[config.mk]
export PLATFORM = sky130hd
export DESIGN_NAME = seg_scan_decoder_flat
export DESIGN_NICKNAME = d
export VERILOG_FILES = /design/src/rtl/seg_scan_pkg.sv /design/src/rtl/seg_scan_decoder_if.sv /design/src/rtl/seg_scan_decoder_onecold.sv /design/src/rtl/seg_scan_decoder.sv /design/src/flat_wrapper.sv
export SDC_FILE = /design/constraint.sdc
export NUM_CORES = 1
export LEC_CHECK = 0
export ABC_AREA = 1
export CAP_MARGIN = 15
export CORE_MARGIN = 3
export CORE_UTILIZATION = 45
export DETAILED_ROUTE_END_ITERATION = 8
export HOLD_SLACK_MARGIN = 0.02
export PLACE_DENSITY_LB_ADDON = 0.08
export SKIP_LAST_GASP = 1
export SYNTH_ARGS = -nofsm -noshare
export SYNTH_HDL_FRONTEND = slang
export SYNTH_HIERARCHICAL = 1
export SYNTH_SLANG_ARGS = --single-unit
[constraint.sdc]
create_clock -name clk -period 2.8 [get_ports clk]
set_input_delay 0.7 -clock clk [delete_from_list [all_inputs] [get_ports clk]]
set_output_delay 0.7 -clock clk [all_outputs]
set_load 0.005 [all_outputs]
[src/rtl/seg_scan_pkg.sv]
// Purpose: shared helpers and constants for the 7-segment digit scanner.
// Latency: n/a (functions and constants only).
// Backpressure: n/a.
package seg_scan_pkg;

    localparam bit SEL_ACTIVE_LOW  = 1'b1;
    localparam bit SEL_ACTIVE_HIGH = 1'b0;

    // Index width for n items, never narrower than one bit.
    function automatic int idx_w(input int n);
        return (n < 2) ? 1 : $clog2(n);
    endfunction

    // First index after cur with its mask bit set, searching circularly.
    // Bits above the real digit count are zero, so a mod-16 search gives the
    // same answer as a mod-N search. With no bit set, cur is returned.
    function automatic logic [3:0] next_unmasked(input logic [3:0] cur,
                                                 input logic [15:0] mask);
        logic [3:0] res;
        logic [3:0] cand;
        logic       found;
        res   = cur;
        found = 1'b0;
        for (int i = 1; i <= 16; i++) begin
            cand = 4'(int'(cur) + i);
            if (!found && mask[cand]) begin
                res   = cand;
                found = 1'b1;
            end
        end
        return res;
    endfunction

endpackage

[src/rtl/seg_scan_decoder_if.sv]
// Purpose: control/status bundle between a scan controller user and the scanner.
// Latency: n/a (wires only).
// Backpressure: none; the scanner free-runs while en is high.
interface seg_scan_decoder_if
    import seg_scan_pkg::*;
#(
    parameter int N_DIGITS = 8
) ();
    localparam int IDX_W = idx_w(N_DIGITS);

    logic                en;
    logic [N_DIGITS-1:0] digit_mask;
    logic [N_DIGITS-1:0] dout;
    logic [IDX_W-1:0]    sel;
    logic                tick;
    logic                frame_done;

    modport master (
        output en, digit_mask,
        input  dout, sel, tick, frame_done
    );

    modport slave (
        input  en, digit_mask,
        output dout, sel, tick, frame_done
    );
endinterface

[src/rtl/seg_scan_decoder_onecold.sv]
// Purpose: index-plus-valid to one-cold (or one-hot) select decode.
// Latency: combinational.
// Backpressure: none.
module onecold_decoder
    import seg_scan_pkg::*;
#(
    parameter int N          = 4,
    parameter bit ACTIVE_LOW = SEL_ACTIVE_LOW,
    localparam int IDX_W     = idx_w(N)
) (
    input  logic [IDX_W-1:0] idx,
    input  logic             vld,
    output logic [N-1:0]     code
);
    // Only the addressed bit may flip to the active level, and only when vld.
    always_comb begin
        code = {N{ACTIVE_LOW}};
        for (int k = 0; k < N; k++) begin
            code[k] = ACTIVE_LOW ^ (vld && (idx == IDX_W'(k)));
        end
    end
endmodule

[src/rtl/seg_scan_decoder.sv]
// Purpose: time-multiplexed digit-select driver with blanking, masking and slot/frame strobes.
// Latency: all outputs registered; dout/sel/tick follow the internal counter on the same edge.
// Backpressure: none; en=0 freezes the scan and darkens every digit.
module seg_scan_decoder
    import seg_scan_pkg::*;
#(
    parameter int N_DIGITS     = 8,
    parameter int SCAN_DIV     = 100000,
    parameter int BLANK_CYCLES = 1,
    parameter int SKIP_MASKED  = 0,
    parameter bit ACTIVE_LOW   = SEL_ACTIVE_LOW
) (
    input  logic                clk,
    input  logic                rst,
    seg_scan_decoder_if.slave   bus
);
    localparam int IDX_W = idx_w(N_DIGITS);
    localparam int CNT_W = idx_w(SCAN_DIV);
    localparam logic [CNT_W-1:0] CNT_LAST  = CNT_W'(SCAN_DIV - 1);
    localparam logic [CNT_W-1:0] CNT_BLANK = CNT_W'(BLANK_CYCLES);
    localparam logic [IDX_W-1:0] SEL_LAST  = IDX_W'(N_DIGITS - 1);

    logic [CNT_W-1:0]    cnt_q, cnt_n;
    logic [IDX_W-1:0]    sel_q, sel_n, sel_adv;
    logic                tick_q, tick_n;
    logic                fd_q, fd_n;
    logic                lit_n;
    logic [N_DIGITS-1:0] dout_q, dout_n;

    // Slot index to use after the current slot ends.
    always_comb begin
        sel_adv = sel_q;
        if (SKIP_MASKED != 0) begin
            sel_adv = IDX_W'(next_unmasked(4'(sel_q), 16'(bus.digit_mask)));
        end else begin
            sel_adv = (sel_q == SEL_LAST) ? '0 : sel_q + 1'b1;
        end
    end

    // Prescaler and slot advance; frame_done is suppressed when nothing is lit
    // in skip mode because sel then just parks.
    always_comb begin
        cnt_n  = cnt_q;
        sel_n  = sel_q;
        tick_n = 1'b0;
        fd_n   = 1'b0;
        if (bus.en) begin
            if (cnt_q == CNT_LAST) begin
                cnt_n  = '0;
                sel_n  = sel_adv;
                tick_n = 1'b1;
                fd_n   = (sel_adv <= sel_q) &&
                         !((SKIP_MASKED != 0) && (bus.digit_mask == '0));
            end else begin
                cnt_n = cnt_q + 1'b1;
            end
        end
    end

    // A digit lights only outside the anti-ghost window and when unmasked.
    always_comb begin
        lit_n = bus.en && (cnt_n >= CNT_BLANK) && bus.digit_mask[sel_n];
    end

    onecold_decoder #(
        .N          (N_DIGITS),
        .ACTIVE_LOW (ACTIVE_LOW)
    ) u_dec (
        .idx  (sel_n),
        .vld  (lit_n),
        .code (dout_n)
    );

    // Register every output together with the scan state.
    always_ff @(posedge clk) begin
        if (rst) begin
            cnt_q  <= '0;
            sel_q  <= '0;
            tick_q <= 1'b0;
            fd_q   <= 1'b0;
            dout_q <= {N_DIGITS{ACTIVE_LOW}};
        end else begin
            cnt_q  <= cnt_n;
            sel_q  <= sel_n;
            tick_q <= tick_n;
            fd_q   <= fd_n;
            dout_q <= dout_n;
        end
    end

    assign bus.dout       = dout_q;
    assign bus.sel        = sel_q;
    assign bus.tick       = tick_q;
    assign bus.frame_done = fd_q;
endmodule

[src/flat_wrapper.sv]
// flat-port wrapper written by rule: the top's interface ports become plain ports
module seg_scan_decoder_flat import seg_scan_pkg::*;
#(
    parameter int N_DIGITS     = 8,
    parameter int SCAN_DIV     = 100000,
    parameter int BLANK_CYCLES = 1,
    parameter int SKIP_MASKED  = 0,
    parameter bit ACTIVE_LOW   = SEL_ACTIVE_LOW
)
  (clk, rst, bus_en, bus_digit_mask, bus_dout, bus_sel, bus_tick, bus_frame_done);
  seg_scan_decoder_if #(.N_DIGITS(N_DIGITS)) bus_i ();
  input  logic clk;
  input  logic rst;
  input wire logic [$bits(bus_i.en)-1:0] bus_en;
  input wire logic [$bits(bus_i.digit_mask)-1:0] bus_digit_mask;
  output wire logic [$bits(bus_i.dout)-1:0] bus_dout;
  output wire logic [$bits(bus_i.sel)-1:0] bus_sel;
  output wire logic [$bits(bus_i.tick)-1:0] bus_tick;
  output wire logic [$bits(bus_i.frame_done)-1:0] bus_frame_done;
  assign bus_i.en = bus_en;
  assign bus_i.digit_mask = bus_digit_mask;
  assign bus_dout = bus_i.dout;
  assign bus_sel = bus_i.sel;
  assign bus_tick = bus_i.tick;
  assign bus_frame_done = bus_i.frame_done;
  seg_scan_decoder #(.N_DIGITS(N_DIGITS), .SCAN_DIV(SCAN_DIV), .BLANK_CYCLES(BLANK_CYCLES), .SKIP_MASKED(SKIP_MASKED), .ACTIVE_LOW(ACTIVE_LOW)) u_core (.clk(clk), .rst(rst), .bus(bus_i));
endmodule
## Word-level counts from Yosys, hierarchy flattened

Cells that the tools add are included.

- Logic and storage cells: 50
- Register bits after elaboration: 30
- Bits of input ports: 11
- Output and inout bits: 13

- Magnitude comparators: 3
- Add/sub/neg operators: 2
- Mux-type cells: 8
- Reduce and logical (&&, ||, !) cells: 13
- Bitwise operators: 10
- Eq/ne operators: 9

Operators with widths:

| cell | count |
|---|---|
| $mux 17 | 2 |
| $add 17x1->17 const B | 1 |
| $eq 17x17->1 const B | 1 |
| $ge 17x1->1 const B | 1 |
| $eq 3x3->1 const B | 5 |
| $logic_and 1x1->1 | 10 |
| $not 1->1 | 10 |
| $mux 3 | 3 |
| $eq 3x2->1 const B | 2 |
| $lt 3x4->1 const B | 1 |
| $add 3x1->3 const B | 1 |
| $bmux 1 s3 | 1 |
| $eq 3x1->1 const B | 1 |
| $le 3x3->1 | 1 |
| $logic_not 3->1 | 1 |
| $reduce_or 3->1 | 1 |
| $mux 1 | 2 |
| $reduce_or 2->1 | 1 |

## Longest topological paths before layout

- Word-level depth: 9
- Mapped depth: 19
- Gate-level depth less buffers: 18

## By module

Netlist, hierarchy kept.

Modules (own cells, without submodules):

| module | cells each | times used | seq. area each (µm²) | area an instance (µm²) |
|---|---|---|---|---|
| seg_scan_decoder | 260 | 1 | 600.6 | 1757.9 |
| onecold_decoder | 19 | 1 | 0.0 | 73.8 |

## Worst setup path before layout

No wires, ideal clock.

- Path type: input port to flip-flop
- Start point: input port bus_en
- End point: register u_core.dout_q[0], in the netlist u_core/bus.dout[0]
- Data arrival time: 2.145 ns
- Stages on the path: 15
- Library setup time: 0.123 ns
- Data required time: 2.677 ns
- Buffers on the path: 0
- Path slack: 0.532 ns
- Cell sequence: inv_1 > nor2_1 > nand2_1 > xor2_1 > nor2_1 > nor2_1 > nand2_1 > nor2_1 > nand2_1 > nand2_1 > nor2_2 > inv_1 > nor2_2 > nand2_1 > or2_2

- Word-level cells in the longest chain between the ends: 6
- Elaborated cells between the ends (all ways): 10
- Classes of those cells: 1 x order compare; 4 x mux; 1 x bitwise; 4 x reduce/logical

RTL lines:

| item | line | text |
|---|---|---|
| start: declaration | flat_wrapper.sv:14 | `input wire logic [$bits(bus_i.en)-1:0] bus_en;` |
| $mux 17 / $mux 3 (equally long branches) | seg_scan_decoder.sv:47 | `if (bus.en) begin` |
| $ge 17x1->1 / $bmux 1 s3 (equally long branches) | seg_scan_decoder.sv:62 | `lit_n = bus.en && (cnt_n >= CNT_BLANK) && bus.digit_mask[sel_n];` |
| $logic_and 1x1->1 / $mux 1 (equally long branches) | seg_scan_decoder.sv:62 |  |
| $logic_and 1x1->1 * | seg_scan_decoder.sv:62 |  |
| named net u_core.lit_n | seg_scan_decoder.sv:27 | `logic lit_n;` |
| $logic_and 1x1->1 * | seg_scan_decoder_onecold.sv:19 | `code[k] = ACTIVE_LOW ^ (vld && (idx == IDX_W'(k)));` |
| $not 1->1 (no source line) * | n/a |  |
| named net u_core.dout_n[0] | seg_scan_decoder.sv:28 | `logic [N_DIGITS-1:0] dout_q, dout_n;` |
| end signal: assignment | seg_scan_decoder.sv:81 | `dout_q <= {N_DIGITS{ACTIVE_LOW}};` |
| end signal: assignment | seg_scan_decoder.sv:87 | `dout_q <= dout_n;` |
| end: declaration | seg_scan_decoder.sv:28 |  |

The timed path passes the listed nets; every way through them passes the cells marked *. The select of a mux whose other input is x is not followed.
A chain may end at the register's enable or synchronous reset.

## Final worst setup path

- Start point: register u_core.cnt_q[1]
- End point: register u_core.dout_q[1], in the netlist u_core/bus.dout[1]

- Word-level cells in the longest chain between the ends: 8
- Elaborated cells between the ends (all ways): 14
- Classes of those cells: 1 x add/sub; 1 x order compare; 2 x eq/ne; 6 x mux; 1 x bitwise; 3 x reduce/logical

RTL lines:

| item | line | text |
|---|---|---|
| start: declaration | seg_scan_decoder.sv:23 | `logic [CNT_W-1:0] cnt_q, cnt_n;` |
| start signal: assignment | seg_scan_decoder.sv:83 | `cnt_q <= cnt_n;` |
| $eq 17x17->1 | seg_scan_decoder.sv:48 | `if (cnt_q == CNT_LAST) begin` |
| $mux 3 | seg_scan_decoder.sv:48 |  |
| $mux 3 | seg_scan_decoder.sv:47 |  |
| named net u_core.sel_n[1] | seg_scan_decoder.sv:24 | `logic [IDX_W-1:0] sel_q, sel_n, sel_adv;` |
| $bmux 1 s3 | seg_scan_decoder.sv:62 |  |
| $mux 1 (not written as such) | seg_scan_decoder.sv:62 |  |
| $logic_and 1x1->1 | seg_scan_decoder.sv:62 |  |
| named net u_core.lit_n | seg_scan_decoder.sv:27 |  |
| $logic_and 1x1->1 | seg_scan_decoder_onecold.sv:19 |  |
| $not 1->1 (no source line) | n/a |  |
| named net u_core.dout_n[1] | seg_scan_decoder.sv:28 |  |

The timed path passes the listed nets, and every way through them passes these cells. The select of a mux whose other input is x is not followed.

==> results.md <==
* Netlist cell types at 32
* Largest net degree at the start of global routing at 21
* # setup viols final at 0
* WHS at 556 ps
* CTS tree: built
* Clk_lat worst skew at 280 ps
* Worst Max-Slew Pin Slew at 699 ps
* Total track usage at 0.191
* DP Area at 2310 um2
* Synth async-reset ratio at 0
* Post-Layout Cell Count at 381
* N_diodes at 0
* Global-route met1 utilization at 0.265
* Cell internal pwr at 838 uW
* CTS Sinks at 30
* First-pass GRT wire length at 7.57 mm
* Synthesized Nets at 294
* Core Area at 3800 um2
* Initial Utilization at 0.482
* Routed via count at 1825
* Share of the synthesized area in the top cell type at 0.328
* Worst EP required at 2960 ps
* Number of flops mapped to enable cells by yosys at 0
* Slew Viols, Final at 0
* # rows at 22
* Busiest grt layer: met2
* Flop pwr share at 0.417
* Crit Path Category: flip-flop to flip-flop
* Clock power share at 0.526
* Design area at 2490 um2
* Share of cells above drive strength 1 at 0.222
* Die H at 69.8 um
* H-tree depth at 2
* Number of global-route vias before repair at 1687
* #FFs+latches synth at 30
* Most frequent cell after synthesis: nand2_1
* Area grow syn2layout at 36.0%
* Boundary pin count at 24
* Drt wl/cell at 11.7 um
* Mapped cell area at 1830 um2
* Port Buf Inserts at 23
* Critical path arrival at 2630 ps
* Sequential share of the synthesized area at 0.328
* Initial antenna violation count at 0
* DRC viols at 0
* Combinational share of power at 0.057
* Number of fill cells in the layout at 343
* DP Cell Count at 372
* Antenna-violating nets left at 0
* Clock Skews at 6.62 ps
* Hold_buf cts at 0
* Net Sw Frac at 0.191
* Max-Cap Viols at 0
* Die width at 69.8 um
* Top cells by count, synth: 71 x nand2_1, 44 x nor2_1, 35 x inv_1, 34 x nand3_1, 30 x dfxtp_1
* Syn_area_per_cell at 6.57 um2
* Number of buffers created by CTS at 5
* Minimum clock period at 2470 ps
* Post-synth top flop: dfxtp_1
* Die area at 4870 um2
* Slew margin rel. at 0.532
* Clk buf depth at 2
* Fmax at 0.405 GHz
* Worst hold path type: flip-flop to flip-flop
* Switch Pwr at 199 uW
* Post-Synthesis Cells at 279
* Root Driver: clkbuf_8
* Synth top area cells: dfxtp_1 33%, nand2_1 15%, nand3_1 9.3%
* Crit share post-route at 0.882
* Startpoint type of the worst setup path: flip-flop
* GR met2 Demand/Resource at 0.290
* Hold Vio Cnt, Final at 0
* Dpl hpwl at 3.38 mm
* Final nets at 347
* Static leakage at 1.15 nW
* Drt via density at 4.79
* Routability congestion estimate at 0.923
* RSZ-0062 raised after global routing: false
* M3 GR Usage at 0.0420
* Outcome: finished, final reports clean
* Cell Pwr Density at 416 nW/um2
* Initial DRC Count at 96
* Synthesis Warnings at 6
* Clk slew on worst S/H paths at 60 ps
* Grt ovf at 0
* VDD IR max at 0.304 mV
* Worst Setup End Kind: flip-flop
* Critical-path maximum fanout at 4
* Total routed wirelength at 4.45 mm
* Largest area contributor in the synthesized netlist: dfxtp_1
* TritonRoute pass-1 iters at 4
[cell families after synthesis]
group / after synthesis / share of synthesized area
buffers and inverters: 43 / 0.0943
flip-flops: 30 / 0.328
XOR/XNOR: 5 / 0.0239
AO/OA/AOI/OAI: 12 / 0.0417
adder cells (fa/ha/maj): 4 / 0.0273
AND/OR/NAND/NOR: 185 / 0.485
[metal layers]
metal,vias to the layer above,share of wire
li1,970,-
met1,783,0.49
met2,59,0.45
met3,13,0.052
met4,0,0.014
met5,-,0
[final timing paths]
| path | from | to | cells after the start | slack, ps |
|---|---|---|---|---|
| max | u_core/cnt_q[1] | u_core/bus.dout[1] | 17 | 330 |
| min | u_core/cnt_q[1] | u_core/cnt_q[1] | 2 | 560 |
| max reg2reg | u_core/cnt_q[1] | u_core/bus.dout[1] | 17 | 330 |
| min reg2reg | u_core/cnt_q[1] | u_core/cnt_q[1] | 2 | 560 |
[critical path, stage by stage, from the launching register on]
cell and delay [ps]:
dfxtp_1 390, ha_1 250, nand2_2 80, nor2_4 110
nand3_1 80, nor2_1 200, nand2_1 170, nand2_1 110
nand2_2 80, nand3_1 80, nand2_1 70, nand2_1 60
nand2_1 70, nor2_2 90, inv_1 70, nor2_4 130
nand2_1 50, or2_2 260
[state kept, by name, indices dropped and copies added, names as in the netlist]
| signal | cells |
|---|---|
| u_core/bus.sel | 3 |
| u_core/bus.tick | 1 |
| u_core/cnt_q | 17 |
| u_core/bus.dout | 8 |
| u_core/bus.frame_done | 1 |
[metrics by stage]
step / TNS (ps) / setup WS, ps / utilization / power, mW
finish: 0 / 332 / 0.656 / 1.04
global route: 0 / 9.40 / 0.656 / 1.07
CTS: 0 / 115 / 0.645 / 1.05
detailed placement: -1190 / -182 / 0.607 / 0.500
global placement: -1570 / -226 / 0.607 / 0.500
floorplan: 0 / 532 / - / 0.470
[layout by cell type, fill, tap and decap left out, drive strengths merged]
master,Yosys,layout
ha,4,4
dfxtp,30,30
a21o,1,1
dlymetal6s2s,0,1
nand2,78,78
clkinv,1,1
inv,37,37
a21boi,1,1
clkbuf,3,6
nor3,4,4
bufinv,0,2
or2,8,8
xnor2,1,1
o21bai,2,2
xor2,4,4
buf,2,28
nand3b,1,1
nand4,4,4
clkdlybuf4s50,0,22
o21a,1,1
nor2,53,53
a21oi,2,2
o21ai,5,5
nand3,37,37
[layout make-up]
type	count	area (um2)	area share
clock buffers	6	82.6	0.0331
well taps	48	60.1	0.0241
multi-input cells	206	1090	0.436
flip-flops and latches	30	601	0.241
repair buffers	51	459	0.184
clock inverters	2	60.1	0.0241
inverters	38	143	0.0573
[power by group through the flow]
stage	combinational, mW	clock, mW	sequential [mW]
6_report	0.0596	0.545	0.432
3_3_place_gp	0.0581	0	0.442
4_1_cts	0.0580	0.563	0.432
3_5_place_dp	0.0579	0	0.442
5_1_grt	0.0679	0.572	0.432
2_1_floorplan	0.0290	0	0.441
[timing repair]
| item | 4_1_cts | 5_1_grt |
|---|---|---|
| gates resized for setup | 0 | 10 |
| setup buffers | 0 | 1 |
| setup endpoints to repair | 0 | 8 |
No activity file was read; power rests on OpenSTA's default activity.
